**src/rtl/uart_cmd_pkg.sv**
```systemverilog
// Shared types, ASCII constants and hex helpers for the UART register command processor.
package uart_cmd_pkg;

    // Parser / transaction states.
    typedef enum logic [2:0] {
        S_CMD     = 3'd0,
        S_SP1     = 3'd1,
        S_ADDR    = 3'd2,
        S_SP2     = 3'd3,
        S_DATA    = 3'd4,
        S_ERRSKIP = 3'd5,
        S_BUS     = 3'd6,
        S_RESP    = 3'd7
    } state_e;

    // Reply kinds loaded into the response serializer.
    typedef enum logic [1:0] {
        R_RD  = 2'd0,
        R_OK  = 2'd1,
        R_ERR = 2'd2,
        R_TMO = 2'd3
    } reply_e;

    localparam logic [7:0] LF   = 8'h0A;
    localparam logic [7:0] CR   = 8'h0D;
    localparam logic [7:0] SP   = 8'h20;
    localparam logic [7:0] CH_W = 8'h77;
    localparam logic [7:0] CH_R = 8'h72;

    // True for 0-9, a-f, A-F.
    function automatic logic is_hex(input logic [7:0] c);
        return ((c >= 8'h30) && (c <= 8'h39)) ||
               ((c >= 8'h61) && (c <= 8'h66)) ||
               ((c >= 8'h41) && (c <= 8'h46));
    endfunction

    // Nibble value of a character already known to be hex; letters share the low-nibble trick.
    function automatic logic [3:0] hex2nib(input logic [7:0] c);
        logic [3:0] n;
        if (c <= 8'h39) begin
            n = c[3:0];
        end else begin
            n = c[3:0] + 4'd9;
        end
        return n;
    endfunction

    // Lowercase ASCII hex digit of a nibble.
    function automatic logic [7:0] nib2hex(input logic [3:0] n);
        logic [7:0] c;
        if (n < 4'd10) begin
            c = {4'h3, n};
        end else begin
            c = 8'h57 + {4'h0, n};
        end
        return c;
    endfunction

endpackage

```
**src/rtl/uart_reg_cmd_if.sv**
```systemverilog
// Generic register bus between the command processor (master) and the register file (slave).
interface uart_reg_cmd_if #(
    parameter int ADDR_W = 8,
    parameter int DATA_W = 8
);
    logic              bus_req;
    logic              bus_we;
    logic [ADDR_W-1:0] bus_addr;
    logic [DATA_W-1:0] bus_wdata;
    logic [DATA_W-1:0] bus_rdata;
    logic              bus_ack;

    modport master (
        output bus_req, bus_we, bus_addr, bus_wdata,
        input  bus_rdata, bus_ack
    );

    modport slave (
        input  bus_req, bus_we, bus_addr, bus_wdata,
        output bus_rdata, bus_ack
    );
endinterface

```
**src/rtl/uart_resp_ser.sv**
```systemverilog
// Reply byte queue: loaded in one cycle, drained one byte per tx handshake.
// Entry 0 is always the byte on offer, so tx_data comes straight from a flop.
module uart_resp_ser #(
    parameter int DEPTH = 7,
    parameter int LEN_W = 3
) (
    input  logic                  clk,
    input  logic                  rst,
    input  logic                  load,
    input  logic [LEN_W-1:0]      len,
    input  logic [DEPTH-1:0][7:0] bytes,
    output logic [7:0]            tx_data,
    output logic                  tx_valid,
    input  logic                  tx_ready,
    output logic                  done
);
    logic [DEPTH-1:0][7:0] que_q, que_d;
    logic [LEN_W-1:0]      cnt_q, cnt_d;
    logic                  valid_q, valid_d;
    logic                  hs_s;

    assign hs_s     = valid_q && tx_ready;
    assign done     = hs_s && (cnt_q == LEN_W'(1));
    assign tx_data  = que_q[0];
    assign tx_valid = valid_q;

    // Next queue contents: load replaces everything, a handshake shifts the next byte into slot 0.
    always_comb begin
        que_d   = que_q;
        cnt_d   = cnt_q;
        valid_d = valid_q;
        if (load) begin
            que_d   = bytes;
            cnt_d   = len;
            valid_d = (len != '0);
        end else if (hs_s) begin
            que_d   = que_q >> 8;
            cnt_d   = cnt_q - LEN_W'(1);
            valid_d = (cnt_q != LEN_W'(1));
        end else begin
            valid_d = valid_q;
        end
    end

    // Queue state registers.
    always_ff @(posedge clk or posedge rst) begin
        if (rst) begin
            que_q   <= '0;
            cnt_q   <= '0;
            valid_q <= 1'b0;
        end else begin
            que_q   <= que_d;
            cnt_q   <= cnt_d;
            valid_q <= valid_d;
        end
    end
endmodule

```
**src/rtl/uart_reg_cmd.sv**
```systemverilog
// Streaming ASCII command processor: "w <addr> <data>\n" / "r <addr>\n" -> one bus
// transaction -> ASCII reply. Optional macro UART_CMD_WR_ACK_EN makes writes answer "OK\n".
module uart_reg_cmd
    import uart_cmd_pkg::*;
#(
    parameter int ADDR_W  = 8,
    parameter int DATA_W  = 8,
    parameter int TIMEOUT = 255
) (
    input  logic              clk,
    input  logic              rst,
    input  logic              rx_vld,
    input  logic [7:0]        rx_data,
    output logic [7:0]        tx_data,
    output logic              tx_valid,
    input  logic              tx_ready,
    uart_reg_cmd_if.master    bus,
    output logic              busy,
    output logic              rx_drop
);
    localparam int ADDR_HEX = ADDR_W / 4;
    localparam int DATA_HEX = DATA_W / 4;
    localparam int MAX_HEX  = (ADDR_HEX > DATA_HEX) ? ADDR_HEX : DATA_HEX;
    localparam int CNT_W    = $clog2(MAX_HEX + 1);
    localparam int Q_DEPTH  = (DATA_HEX + 1 > 7) ? DATA_HEX + 1 : 7;
    localparam int LEN_W    = $clog2(Q_DEPTH + 1);

    localparam logic [CNT_W-1:0] ADDR_HEX_C = CNT_W'(ADDR_HEX);
    localparam logic [CNT_W-1:0] DATA_HEX_C = CNT_W'(DATA_HEX);
    localparam logic [15:0]      TMO_LAST   = 16'(TIMEOUT - 1);

    state_e              state_q, state_d;
    logic                we_q, we_d;
    logic [ADDR_W-1:0]   addr_q, addr_d;
    logic [DATA_W-1:0]   data_q, data_d;
    logic [CNT_W-1:0]    cnt_q, cnt_d;
    logic                req_q, req_d;
    logic [15:0]         tmo_q, tmo_d;

    logic                  byte_s;
    logic                  err_s;
    logic                  load_s;
    reply_e                reply_s;
    logic [Q_DEPTH-1:0][7:0] q_bytes_s;
    logic [LEN_W-1:0]      q_len_s;
    logic                  ser_done_s;

    assign bus.bus_req   = req_q;
    assign bus.bus_we    = we_q;
    assign bus.bus_addr  = addr_q;
    assign bus.bus_wdata = data_q;
    assign busy          = (state_q != S_CMD);
    assign rx_drop       = rx_vld && ((state_q == S_BUS) || (state_q == S_RESP));

    // Parser, bus handshake and timeout: next state and datapath updates.
    always_comb begin
        state_d = state_q;
        we_d    = we_q;
        addr_d  = addr_q;
        data_d  = data_q;
        cnt_d   = cnt_q;
        req_d   = req_q;
        tmo_d   = tmo_q;
        err_s   = 1'b0;
        load_s  = 1'b0;
        reply_s = R_ERR;
        // CR is transparent to every parse state.
        byte_s  = rx_vld && (rx_data != CR);

        case (state_q)
            S_CMD: begin
                if (byte_s) begin
                    if (rx_data == CH_W) begin
                        we_d    = 1'b1;
                        state_d = S_SP1;
                    end else if (rx_data == CH_R) begin
                        we_d    = 1'b0;
                        state_d = S_SP1;
                    end else if (rx_data == LF) begin
                        state_d = S_CMD;
                    end else begin
                        err_s = 1'b1;
                    end
                end else begin
                    state_d = S_CMD;
                end
            end
            S_SP1: begin
                if (byte_s) begin
                    if (rx_data == SP) begin
                        addr_d  = '0;
                        cnt_d   = '0;
                        state_d = S_ADDR;
                    end else begin
                        err_s = 1'b1;
                    end
                end else begin
                    state_d = S_SP1;
                end
            end
            S_ADDR: begin
                if (byte_s) begin
                    if (is_hex(rx_data) && (cnt_q != ADDR_HEX_C)) begin
                        addr_d = (addr_q << 4) | ADDR_W'(hex2nib(rx_data));
                        cnt_d  = cnt_q + CNT_W'(1);
                    end else if ((rx_data == SP) && we_q && (cnt_q != '0)) begin
                        state_d = S_SP2;
                    end else if ((rx_data == LF) && !we_q && (cnt_q != '0)) begin
                        state_d = S_BUS;
                    end else begin
                        err_s = 1'b1;
                    end
                end else begin
                    state_d = S_ADDR;
                end
            end
            S_SP2: begin
                // Separator already consumed; the data field must start right here.
                if (byte_s) begin
                    if (is_hex(rx_data)) begin
                        data_d  = DATA_W'(hex2nib(rx_data));
                        cnt_d   = CNT_W'(1);
                        state_d = S_DATA;
                    end else begin
                        err_s = 1'b1;
                    end
                end else begin
                    state_d = S_SP2;
                end
            end
            S_DATA: begin
                if (byte_s) begin
                    if (is_hex(rx_data) && (cnt_q != DATA_HEX_C)) begin
                        data_d = (data_q << 4) | DATA_W'(hex2nib(rx_data));
                        cnt_d  = cnt_q + CNT_W'(1);
                    end else if ((rx_data == LF) && (cnt_q != '0)) begin
                        state_d = S_BUS;
                    end else begin
                        err_s = 1'b1;
                    end
                end else begin
                    state_d = S_DATA;
                end
            end
            S_ERRSKIP: begin
                if (byte_s && (rx_data == LF)) begin
                    load_s  = 1'b1;
                    reply_s = R_ERR;
                    state_d = S_RESP;
                end else begin
                    state_d = S_ERRSKIP;
                end
            end
            S_BUS: begin
                if (!req_q) begin
                    req_d = 1'b1;
                    tmo_d = '0;
                end else if (bus.bus_ack) begin
                    req_d = 1'b0;
                    if (we_q) begin
`ifdef UART_CMD_WR_ACK_EN
                        load_s  = 1'b1;
                        reply_s = R_OK;
                        state_d = S_RESP;
`else
                        state_d = S_CMD;
`endif
                    end else begin
                        load_s  = 1'b1;
                        reply_s = R_RD;
                        state_d = S_RESP;
                    end
                end else if (tmo_q == TMO_LAST) begin
                    req_d   = 1'b0;
                    load_s  = 1'b1;
                    reply_s = R_TMO;
                    state_d = S_RESP;
                end else begin
                    tmo_d = tmo_q + 16'd1;
                end
            end
            S_RESP: begin
                if (ser_done_s) begin
                    state_d = S_CMD;
                end else begin
                    state_d = S_RESP;
                end
            end
            default: begin
                state_d = S_CMD;
            end
        endcase

        if (err_s) begin
            state_d = S_ERRSKIP;
        end else begin
            err_s = 1'b0;
        end
    end

    // Reply byte image for the serializer; read data is taken from the ack cycle.
    always_comb begin
        q_bytes_s = '0;
        q_len_s   = '0;
        case (reply_s)
            R_RD: begin
                for (int i = 0; i < DATA_HEX; i++) begin
                    q_bytes_s[i] = nib2hex(bus.bus_rdata[DATA_W-1-4*i -: 4]);
                end
                q_bytes_s[DATA_HEX] = LF;
                q_len_s             = LEN_W'(DATA_HEX + 1);
            end
            R_OK: begin
                q_bytes_s[0] = 8'h4F;
                q_bytes_s[1] = 8'h4B;
                q_bytes_s[2] = LF;
                q_len_s      = LEN_W'(3);
            end
            R_TMO: begin
                q_bytes_s[0] = 8'h54;
                q_bytes_s[1] = 8'h4D;
                q_bytes_s[2] = 8'h4F;
                q_bytes_s[3] = 8'h21;
                q_bytes_s[4] = LF;
                q_len_s      = LEN_W'(5);
            end
            default: begin
                q_bytes_s[0] = 8'h45;
                q_bytes_s[1] = 8'h52;
                q_bytes_s[2] = 8'h52;
                q_bytes_s[3] = 8'h4F;
                q_bytes_s[4] = 8'h52;
                q_bytes_s[5] = 8'h21;
                q_bytes_s[6] = LF;
                q_len_s      = LEN_W'(7);
            end
        endcase
    end

    // Control and datapath registers.
    always_ff @(posedge clk or posedge rst) begin
        if (rst) begin
            state_q <= S_CMD;
            we_q    <= 1'b0;
            addr_q  <= '0;
            data_q  <= '0;
            cnt_q   <= '0;
            req_q   <= 1'b0;
            tmo_q   <= '0;
        end else begin
            state_q <= state_d;
            we_q    <= we_d;
            addr_q  <= addr_d;
            data_q  <= data_d;
            cnt_q   <= cnt_d;
            req_q   <= req_d;
            tmo_q   <= tmo_d;
        end
    end

    uart_resp_ser #(
        .DEPTH (Q_DEPTH),
        .LEN_W (LEN_W)
    ) u_ser (
        .clk      (clk),
        .rst      (rst),
        .load     (load_s),
        .len      (q_len_s),
        .bytes    (q_bytes_s),
        .tx_data  (tx_data),
        .tx_valid (tx_valid),
        .tx_ready (tx_ready),
        .done     (ser_done_s)
    );
endmodule

```
**src/flat_wrapper.sv**
```systemverilog
// flat-port wrapper written by rule: the top's interface ports become plain ports
module uart_reg_cmd_flat import uart_cmd_pkg::*;
#(
    parameter int ADDR_W  = 8,
    parameter int DATA_W  = 8,
    parameter int TIMEOUT = 255
)
  (clk, rst, rx_vld, rx_data, tx_data, tx_valid, tx_ready, busy, rx_drop, bus_bus_req, bus_bus_we, bus_bus_addr, bus_bus_wdata, bus_bus_rdata, bus_bus_ack);
  uart_reg_cmd_if #(.ADDR_W(ADDR_W), .DATA_W(DATA_W)) bus_i ();
  input  logic clk;
  input  logic rst;
  input  logic rx_vld;
  input  logic [7:0] rx_data;
  output logic [7:0] tx_data;
  output logic tx_valid;
  input  logic tx_ready;
  output logic busy;
  output logic rx_drop;
  output wire logic [$bits(bus_i.bus_req)-1:0] bus_bus_req;
  output wire logic [$bits(bus_i.bus_we)-1:0] bus_bus_we;
  output wire logic [$bits(bus_i.bus_addr)-1:0] bus_bus_addr;
  output wire logic [$bits(bus_i.bus_wdata)-1:0] bus_bus_wdata;
  input wire logic [$bits(bus_i.bus_rdata)-1:0] bus_bus_rdata;
  input wire logic [$bits(bus_i.bus_ack)-1:0] bus_bus_ack;
  assign bus_bus_req = bus_i.bus_req;
  assign bus_bus_we = bus_i.bus_we;
  assign bus_bus_addr = bus_i.bus_addr;
  assign bus_bus_wdata = bus_i.bus_wdata;
  assign bus_i.bus_rdata = bus_bus_rdata;
  assign bus_i.bus_ack = bus_bus_ack;
  uart_reg_cmd #(.ADDR_W(ADDR_W), .DATA_W(DATA_W), .TIMEOUT(TIMEOUT)) u_core (.clk(clk), .rst(rst), .rx_vld(rx_vld), .rx_data(rx_data), .tx_data(tx_data), .tx_valid(tx_valid), .tx_ready(tx_ready), .bus(bus_i), .busy(busy), .rx_drop(rx_drop));
endmodule
```
**config.mk**
```make
export PLATFORM = sky130hd
export DESIGN_NAME = uart_reg_cmd_flat
export DESIGN_NICKNAME = d
export VERILOG_FILES = /design/src/rtl/uart_cmd_pkg.sv /design/src/rtl/uart_reg_cmd_if.sv /design/src/rtl/uart_resp_ser.sv /design/src/rtl/uart_reg_cmd.sv /design/src/flat_wrapper.sv
export SDC_FILE = /design/constraint.sdc
export NUM_CORES = 1
export LEC_CHECK = 0
export BUFFER_PORTS_ARGS = -buffer_cell sky130_fd_sc_hd__buf_2
export CAP_MARGIN = 10
export CELL_PAD_IN_SITES_DETAIL_PLACEMENT = 0
export CELL_PAD_IN_SITES_GLOBAL_PLACEMENT = 1
export CORE_MARGIN = 2
export CORE_UTILIZATION = 48
export DETAILED_ROUTE_END_ITERATION = 12
export PLACE_DENSITY = 0.84
export SETUP_SLACK_MARGIN = 0.05
export SYNTH_ARGS = -nofsm -noshare
export SYNTH_HDL_FRONTEND = slang
export SYNTH_SLANG_ARGS = --single-unit
```
**constraint.sdc**
```tcl
create_clock -name clk -period 3.9 [get_ports clk]
set_clock_uncertainty 0.15 [all_clocks]
set_input_delay 0.78 -clock clk [delete_from_list [all_inputs] [get_ports clk]]
set_output_delay 0.78 -clock clk [all_outputs]
set_load 0.005 [all_outputs]
```
==> results_dict.tcl, run 1 <==
set metrics [dict create \
    first_global_vias 3431 \
    worst_case_register_to_register_setup_slack_ns 1.05 \
    post_cts_hold_buffer_count 0 \
    status "completed" \
    num_cts_buffers 9 \
    total_switching_power_mw 0.921 \
    detail_route.drc_violations 0 \
    netSwitchingFraction_pct 34.6 \
    design_power_total_mw 2.66 \
    flow.area_growth_from_synthesis_pct 12.1 \
    maximum_root_to_sink_buffer_count 2 \
    worst-path-max-fanout 16 \
    cp.arrival_ns 2.92 \
    pre_cts_ws_ns 0.361 \
    power.density_cell_area_nw_per_um2 566 \
    synth_top_flop_cell "dfrtp_1" \
    final-setup-viol-count 0 \
    synth.top_cell.area_share_pct 42.4 \
    post_synth_instance_area_um2 4190 \
    route.antenna.remaining_nets 0 \
    cts.repair_timing.setup_buffer_count 0 \
    numClockSinks 71 \
    cell_internal_pwr_mw 1.74 \
    number_of_h_tree_branching_levels 3 \
    design.final.nets 528 \
    finalInstanceArea_um2 4700 \
    tritoncts_clock_tree "done" \
    finalWirelength_mm 9.60 \
    clk_transition_reported_paths_ns 0.08 \
    multiInputGateArea_um2 2180 \
    drv_slew 0 \
    final-hold-violation-count 0 \
    via_count 3502 \
    cp-start-kind "flip-flop" \
    detail_route.wirelength.met1_mm 4.49 \
    mappedNetlistNets 490 \
    p_seq_share_pct 41.7 \
    num_io_pins 50 \
    routed_wire_length_per_instance_um 15.8 \
    setup_slack_ns 1.05 \
    power.leakage_nw 2.27 \
    postLayoutCoreUtil_pct 54.7 \
    layout.filler_cells 811 \
    cts_repair_resize_count 0 \
    numPortBuffers 48 \
    ys_warn_count 0 \
    path_cells "clkinv_1 -> nor3_1 -> nand2_1 -> a21oi_4 -> nor2_1 -> buf_4 -> a211oi_1 -> a31oi_1" \
    gp_congestion 0.924 \
    rsz0062_at_grt "no" \
    cts.root.buffer_cell "clkbuf_8" \
    cap_viol_max_count 0 \
    postSynthAreaPerCell_um2 9.17 \
    clockPowerShare_pct 27.1 \
    pwr-share-comb_pct 31.1 \
    fin_crit_sh_pct 73.0 \
    start_util_pct 48.8 \
    first_pass_grt_wire_length_mm 16.5 \
    detailed_place_hpwl_mm 6.81 \
    worst_slew_pin_slew_ns 0.884 \
    max_freq_mhz 351 \
    critical_path.endpoint_type "flip-flop" \
    share_of_cells_above_drive_strength_1_pct 16.6 \
    global_route.usage.total_pct 21.0 \
    max_slew_headroom_pct 41.1 \
    floorplan.core_area_um2 8590 \
    finalWorstPathRequiredPeriod_ns 2.85 \
    die_area_um2 9490 \
    worst-setup-path-type "reg -> reg" \
    met3RoutedLength_um 454 \
    timing.hold.ws_ns 0.329 \
    timing.critical_path.slowest_cell_delay_ns 0.59 \
    mostFrequentLayoutCell "dfrtp_1" \
    crit_slowest_cell "dfrtp_1" \
    synth-seq-cells 71 \
    post_dp_cell_area_um2 4450 \
    detailroute.wirelength.met2_mm 4.55 \
    die_width_um 97.4 \
    post_layout_nonfiller_instances 608 \
    synth_sequential_area_ratio_pct 42.4 \
    detail_route.iter0.violations 185 \
    required_ns 3.97 \
    synthDominantAreaCellType "dfrtp_1" \
    placementRows 34 \
    post_synth_edffs 0 \
    number_of_antenna_violations_at_the_first_check_in_global_routing 0 \
    hold_path.class "reg -> reg" \
    synth_cells 457 \
    commonest_cells_after_routing_fill_and_taps_aside "dfrtp_1, nand2_1, buf_2" \
    final_tns_setup_ns 0 \
    die-height_um 97.4 \
    grt_start_max_net_pins 72 \
    n_antenna_cell 0 \
    asyncSetResetFlopFracSynth_pct 100 \
    regArea_um2 1780 \
    synth.lib_cells_used.distinct 68 \
    yosys-top-cells-area "dfrtp_1, nand2_1, ha_1, xor2_1, o21ai_0" \
    first_pass_iters 4 \
    worst_skew_pair.late_latency_ns 0.34 \
    place_inst 591 \
    maxUsedRoutingLayer "met4" \
    vdd_ir_drop_max_mv 0.219 \
    routed_via_density 5.76 \
    overflow 0 \
]
synth_stat cells (4+ instances only):
master    number
a211oi_1       5
a21oi_1       22
a22o_1        12
a31oi_1       11
and2_1         6
and3_1         6
buf_4         10
clkbuf_1      11
dfrtp_1       71
ha_1          12
inv_1         17
mux2i_1        9
nand2_1       66
nand2b_1       5
nand3_1        7
nand4_1        8
nor2_1        33
nor3_1        12
nor3b_1        5
nor4bb_1       4
o21ai_0       26
o21ai_1        6
o22ai_1        4
or3_1          4
xnor2_1        6
xor2_1        16
registers in the layout, summed over array words and instances (netlist names):
name,flops
u_core.u_ser.que_q,21
u_core.bus.bus_req,1
u_core.cnt_q,2
u_core.bus.bus_addr,8
u_core.u_ser.tx_data,7
u_core.bus.bus_we,1
u_core.state_q,3
u_core.bus.bus_wdata,8
u_core.tmo_q,16
u_core.u_ser.cnt_q,3
u_core.u_ser.tx_valid,1
power groups by stage:
stage	Sequential [mW]	Combinational, mW	Clock [mW]
floorplan	1.05	0.661	0
global route	1.14	0.934	0.772
finish	1.11	0.828	0.722
global placement	1.11	0.805	0
CTS	1.11	0.833	0.736
detailed placement	1.12	0.828	0
layout make-up:
type | count | share of cell area, %
clock inverter | 5 | 2.21
inverter | 20 | 1.60
timing repair buffer | 54 | 6.07
sequential | 71 | 37.8
tap | 108 | 2.88
clock buffer | 11 | 3.01
multi-input combinational | 339 | 46.4
worst max-delay path: cells and delay by family (launching register included):
family                 cells  cell delay, ns
flip-flops                 1            0.59
buffers and inverters      2            0.56
AND/OR/NAND/NOR            3            0.89
AO/OA/AOI/OAI              3            0.54
cells by family (layout without fill, tap and decap cells):
family                   after synthesis  count (layout)  share of synthesized area, %
other                                  1               1                        0.0895
multiplexers                           9               9                          2.15
AO/OA/AOI/OAI                        122             122                          20.7
adder cells (fa/ha/maj)               12              12                          3.58
flip-flops                            71              71                          42.4
XOR/XNOR                              22              22                          4.60
buffers and inverters                 47              90                          5.55
AND/OR/NAND/NOR                      173             173                          20.9
worst paths after layout:
kind                                         startpoint                       to  cells past startpoint
worst max-delay path                  u_core.state_q[2]  u_core.u_ser.tx_data[4]                      8
worst min-delay path            u_core.u_ser.tx_data[6]  u_core.u_ser.tx_data[6]                      1
worst max register to register        u_core.state_q[2]  u_core.u_ser.tx_data[4]                      8
worst min register to register  u_core.u_ser.tx_data[6]  u_core.u_ser.tx_data[6]                      1
max in group asynchronous                           rst   u_core.u_ser.que_q[35]                      3
min in group asynchronous                           rst   u_core.bus.bus_addr[1]                      3
routing by layer:
layer / GRT usage, % / vias to the layer above
met5: 0 / -
met1: 29.1 / 1696
li1: - / 1708
met4: 5.45 / 0
met2: 34.0 / 89
met3: 4.24 / 9
Power figures use the tool's default switching activity.
==> run 2: changes to the inputs <==
CORE_UTILIZATION = 40   (was 48)
PLACE_DENSITY = 0.74   (was 0.84)
clock period = 2.4 ns   (was 3.9 ns; I/O delays follow)
==> run 2 against run 1 <==
Net effect:
- non-clock buffer count is 62 higher
- first-iteration DRC count rose by 31%
- largest cell class unchanged
- sequential share of layout area fell by 4.0 points
- cell count is 15% higher
- critical path depth unchanged
==> results_dict.tcl, run 2 (synthesized netlist as in run 1, its figures left out) <==
set metrics [dict create \
    numPortBuffers 48 \
    routed_via_density 5.29 \
    required_ns 2.47 \
    most_used_routing_layer_in_global_routing "met2" \
    detail_route.drc_violations 0 \
    n_antenna_cell 0 \
    worst-path-max-fanout 4 \
    power.leakage_nw 2.56 \
    max_freq_mhz 444 \
    cp.arrival_ns 2.32 \
    worst_skew_pair.late_latency_ns 0.35 \
    cp-start-kind "flip-flop" \
    route.antenna.remaining_nets 0 \
    overflow 0 \
    detailed_place_hpwl_mm 7.72 \
    tritoncts_clock_tree "done" \
    final_tns_setup_ns 0 \
    status "completed" \
    number_of_antenna_violations_at_the_first_check_in_global_routing 0 \
    mostFrequentLayoutCell "dfrtp_1" \
    register_with_the_highest_flop_count "u_core.u_ser.que_q" \
    num_cts_buffers 9 \
    first_pass_iters 5 \
    numClockSinks 71 \
    num_io_pins 50 \
    fin_crit_sh_pct 93.8 \
    vdd_ir_drop_max_mv 0.329 \
    gp_congestion 0.844 \
    postLayoutCoreUtil_pct 51.3 \
    first_pass_grt_wire_length_mm 17.9 \
    max_slew_headroom_pct 61.7 \
    number_of_flip_flops_in_the_largest_register 21 \
    hold_path.class "in -> async" \
    cts.root.buffer_cell "clkbuf_8" \
    grtUsageMet3_pct 3.74 \
    final-hold-violation-count 0 \
    floorplan.core_area_um2 10200 \
    clk_transition_reported_paths_ns 0.08 \
    share_of_cells_above_drive_strength_1_pct 27.8 \
    final-setup-viol-count 0 \
    placementRows 37 \
    finalWirelength_mm 10.5 \
    global_route.usage.total_pct 19.6 \
    rsz0062_at_grt "yes" \
    critical_path.startpoint "u_core.tmo_q[0]" \
    critical_path.endpoint_type "flip-flop" \
    worst_slew_pin_slew_ns 0.574 \
    number_of_h_tree_branching_levels 3 \
    grt_start_max_net_pins 50 \
    die-height_um 106 \
    die_area_um2 11300 \
    drv_slew 0 \
    groute.layer.met1.usage_pct 26.9 \
    crit-reg2reg-launch "u_core.tmo_q[0]" \
    die_width_um 106 \
    commonest_cells_after_routing_fill_and_taps_aside "dfrtp_1, nand2_1, buf_4" \
    cap_viol_max_count 0 \
    maximum_root_to_sink_buffer_count 2 \
    finalWorstPathRequiredPeriod_ns 2.25 \
    detail_route.iter0.violations 243 \
    reg.largest.list "u_core.u_ser.que_q (21), u_core.tmo_q (16)" \
    routed_wire_length_per_instance_um 15.0 \
    design.final.nets 590 \
    via_count 3689 \
    flow.area_growth_from_synthesis_pct 25.4 \
    start_util_pct 41.0 \
    power.density_cell_area_nw_per_um2 841 \
    grtUsageMet2_pct 32.4 \
    first_global_vias 3619 \
    worst-setup-path-type "reg -> reg" \
]
run 2: cell count changes in the layout (fill, tap and decap cells not counted), moves of 2 or more:
cell,delta
buf_4,+59
buf_12,+2
bufinv_16,-2
clkinvlp_4,+2
ha_1,-2
ha_2,+2
run 2: metal layers:
| metal | part of all wire, % | vias up |
|---|---|---|
| li1 | - | 1832 |
| met4 | 0.29 | 0 |
| met5 | 0 | - |
| met2 | 47 | 81 |
| met1 | 48 | 1773 |
| met3 | 4.1 | 3 |
run 2: final cells by class:
| type | instances | area, um2 |
|---|---|---|
| Fill cell | 1005 | 4980 |
| Sequential cell | 71 | 1780 |
| Clock inverter | 5 | 63.8 |
| Tap cell | 136 | 170 |
| Multi-Input combinational cell | 339 | 2240 |
| Clock buffer | 11 | 141 |
| Timing Repair Buffer | 116 | 779 |
| Inverter | 20 | 78.8 |
run 2: critical path, cell delays in order, from the launching register on:
cell and delay (ns):
dfrtp_1 0.39, inv_2 0.07, ha_2 0.16, nor2b_4 0.13, nand4_1 0.12, buf_4 0.18, o211a_1 0.28, a211o_1 0.29
a311o_1 0.36
run 2: final timing paths:
path,endpoint,slack (ns),depth (start not counted)
hold / removal,u_core.tmo_q[15],0.03,2
max in group asynchronous,u_core.u_ser.que_q[30],1.46,3
setup reg to reg,u_core.state_q[1],0.15,8
hold reg to reg,u_core.u_ser.que_q[14],0.34,1
min in group clk,u_core.u_ser.que_q[14],0.34,1
setup / recovery,u_core.state_q[1],0.15,8
run 2: power by group:
part | internal [mW] | leakage (nW) | switching [mW]
Clock | 0.519 | 0.101 | 0.493
Combinational | 0.802 | 1.52 | 0.881
Sequential | 1.50 | 0.939 | 0.224
Total | 2.82 | 2.56 | 1.60
run 2: through the flow:
step	instance area, um2	power, mW	worst slack, ns	std cells	hold slack (ns)
floorplan	4200	2.78	0.0687	457	0.299
finish	5250	4.42	0.149	698	0.0272
CTS	5200	4.43	0.0704	697	0.0379
global placement	4980	3.36	-0.266	681	0.310
detailed placement	4980	3.39	-0.341	681	0.320
global route	5250	4.76	0.0345	698	0.0536
run 2: timing repair:
action	CTS	global route
setup endpoints to repair	12	20
pin swaps	0	4
endpoints found under the hold margin	0	0
hold buffers	0	0
buffers inserted	0	1
gates cloned	0	0
gates resized for setup	3	12
==> run 3: changes to the inputs <==
ABC_AREA = 1   (was default)
CORE_UTILIZATION = 39   (was 40)
PLACE_DENSITY = 0.75   (was 0.74)
SETUP_SLACK_MARGIN = 0.02   (was 0.05)
==> run 3 against run 2 <==
Net effect:
- non-clock buffer count fell by 55
- wire length rose by 0.42%
- hold slack improved by 0.016 ns
- global-route usage fell by 0.76 points
- worst setup slack improved by 0.11 ns
- utilization fell by 4.3 points
- sequential share of layout area rose by 0.68 points
- register-to-register slack improved by 0.11 ns
- combinational power fell by 92%
- sequential power fell by 30%
- critical path type unchanged
- highest routed layer unchanged
==> results_dict.tcl, run 3 <==
set metrics [dict create \
    hold_path.class "in -> async" \
    start_util_pct 40.3 \
    post_synth_instance_area_um2 4410 \
    number_of_flip_flops_in_the_largest_register 21 \
    placementRows 38 \
    rsz0062_at_grt "no" \
    worst-setup-path-type "reg -> reg" \
    asyncSetResetFlopFracSynth_pct 100 \
    detailed_place_hpwl_mm 8.05 \
    place_inst 751 \
    synth.top_cell.area_share_pct 40.3 \
    power.leakage_nw 2.65 \
    reg_to_reg_critical_path_endpoint "u_core.u_ser.que_q[20]" \
    cp-start-kind "flip-flop" \
    global_route.usage.total_pct 18.8 \
    required_ns 2.52 \
    met3RoutedLength_um 373 \
    timing.hold.ws_ns 0.0437 \
    crit-reg2reg-launch "u_core.tmo_q[0]" \
    post_synth_edffs 0 \
    ys_warn_count 0 \
    overflow 0 \
    maximum_root_to_sink_buffer_count 2 \
    max_freq_mhz 468 \
    routed_wire_length_per_instance_um 13.7 \
    floorplan.core_area_um2 10900 \
    grt_start_max_net_pins 38 \
    first_pass_iters 5 \
    post_cts_hold_buffer_count 0 \
    detailroute.wirelength.met2_mm 4.86 \
    first_pass_grt_wire_length_mm 17.8 \
    cp.arrival_ns 2.26 \
    first_global_vias 3743 \
    critical_path.endpoint_type "flip-flop" \
    design.final.nets 655 \
    tritoncts_clock_tree "done" \
    worst_case_register_to_register_setup_slack_ns 0.26 \
    die-height_um 110 \
    final-hold-violation-count 0 \
    finalWorstPathRequiredPeriod_ns 2.14 \
    worst_skew_pair.late_latency_ns 0.34 \
    yosys-top-cells-area "dfrtp_1, nand2_1, inv_1, nand3_1, o21ai_0" \
    synth_cells 568 \
    die_area_um2 12200 \
    fin_crit_sh_pct 89.1 \
    number_of_antenna_violations_at_the_first_check_in_global_routing 0 \
    final-setup-viol-count 0 \
    detail_route.wirelength.met1_mm 5.14 \
    route.antenna.remaining_nets 0 \
    synth-seq-cells 71 \
    numPortBuffers 48 \
    reg.largest.list "u_core.u_ser.que_q (21), u_core.tmo_q (16)" \
    number_of_h_tree_branching_levels 3 \
    die_width_um 110 \
    status "completed" \
    power.density_cell_area_nw_per_um2 567 \
    n_antenna_cell 0 \
    mappedNetlistNets 601 \
    finalWirelength_mm 10.5 \
    flow.area_growth_from_synthesis_pct 16.8 \
    cts.root.buffer_cell "clkbuf_16" \
    synthDominantAreaCellType "dfrtp_1" \
    finalInstanceArea_um2 5150 \
    worst_slew_pin_slew_ns 0.567 \
    clk_transition_reported_paths_ns 0.06 \
    via_count 3806 \
    final_tns_setup_ns 0 \
    yosys-top-cells-count "nand2_1, inv_1, dfrtp_1, nand3_1, nor2_1" \
    drv_slew 0 \
    max_slew_headroom_pct 62.1 \
    mostFrequentLayoutCell "nand2_1" \
    synth.lib_cells_used.distinct 45 \
    detail_route.iter0.violations 201 \
    detail_route.drc_violations 0 \
    worst-path-max-fanout 13 \
    cts_repair_resize_count 0 \
    gp_congestion 0.916 \
    post_layout_nonfiller_instances 767 \
    synth_top_flop_cell "dfrtp_1" \
    rr_worst_depth 12 \
    maxUsedRoutingLayer "met4" \
    vdd_ir_drop_max_mv 0.258 \
    cap_viol_max_count 0 \
    numClockSinks 71 \
    routed_via_density 4.96 \
    commonest_cells_after_routing_fill_and_taps_aside "nand2_1, inv_1, dfrtp_1" \
    num_cts_buffers 9 \
    share_of_cells_above_drive_strength_1_pct 19.5 \
    cts.repair_timing.setup_buffer_count 0 \
    register_with_the_highest_flop_count "u_core.u_ser.que_q" \
    postSynthAreaPerCell_um2 7.76 \
    synth_sequential_area_ratio_pct 40.3 \
    num_io_pins 50 \
    synthMostInstantiatedCell "nand2_1" \
    post_dp_cell_area_um2 4790 \
]
## run 3: report_power, final
part	internal (mW)	switching (mW)
combinational	0.0394	0.0928
sequential	1.20	0.000229
clock	1.07	0.518
total	2.31	0.611
## run 3: final cells by class
class | count | area (um2)
sequential | 71 | 1780
clock buffer | 11 | 253
inverter | 94 | 357
timing repair buffer | 61 | 350
clock inverter | 5 | 104
fill | 1110 | 5790
multi-input combinational | 385 | 2130
tap | 140 | 175
## run 3: cell families after synthesis
group,count (synthesis),share of synthesized area (%)
other,1,0.0851
AOI/OAI and AO/OA,104,14.0
xor gates and xnor gates,16,3.18
adders and majority gates,12,3.41
buffers and inverters,112,11.3
and+or+nand+nor,252,27.7
DFF,71,40.3
## run 3: worst max path at each step
| stage | from | to | slack, ns | cells after the start |
|---|---|---|---|---|
| final | u_core.tmo_q[0] | u_core.u_ser.que_q[20] | 0.26 | 12 |
| after global routing | u_core.tmo_q[0] | u_core.tmo_q[14] | 0.06 | 10 |
| after CTS | u_core.tmo_q[0] | u_core.tmo_q[13] | 0.26 | 9 |
| after detailed placement | rx_data[1] | u_core.bus.bus_addr[5] | 0.03 | 10 |
| after global placement | rx_data[1] | u_core.bus.bus_addr[1] | 0.09 | 10 |
| after floorplan | rx_data[1] | u_core.u_ser.que_q[27] | 0.41 | 11 |
## run 3: metal layers
metal / GRT usage [%] / vias to the layer above
li1: - / 1962
met3: 3.59 / 14
met5: 0 / -
met2: 30.8 / 66
met4: 5.98 / 0
met1: 25.3 / 1764
## run 3: critical path, stage by stage (launching register included)
cell	delay (ns)
dfrtp_1	0.44
inv_1	0.09
ha_1	0.25
nand3_1	0.12
nor2_1	0.07
nand2_2	0.12
nor2_4	0.05
nor2_4	0.13
nand2_8	0.10
nor2_4	0.17
buf_4	0.21
nor2_1	0.06
a21oi_1	0.11
## run 3: through the flow
step | power (mW) | setup WS, ns | utilization [%]
floorplan | 1.30 | 0.407 | -
global placement | 1.35 | 0.0924 | 43.8
detailed placement | 1.35 | 0.0288 | 43.8
CTS | 2.95 | 0.262 | 47.1
global route | 3.02 | 0.0595 | 47.1
finish | 2.92 | 0.261 | 47.1
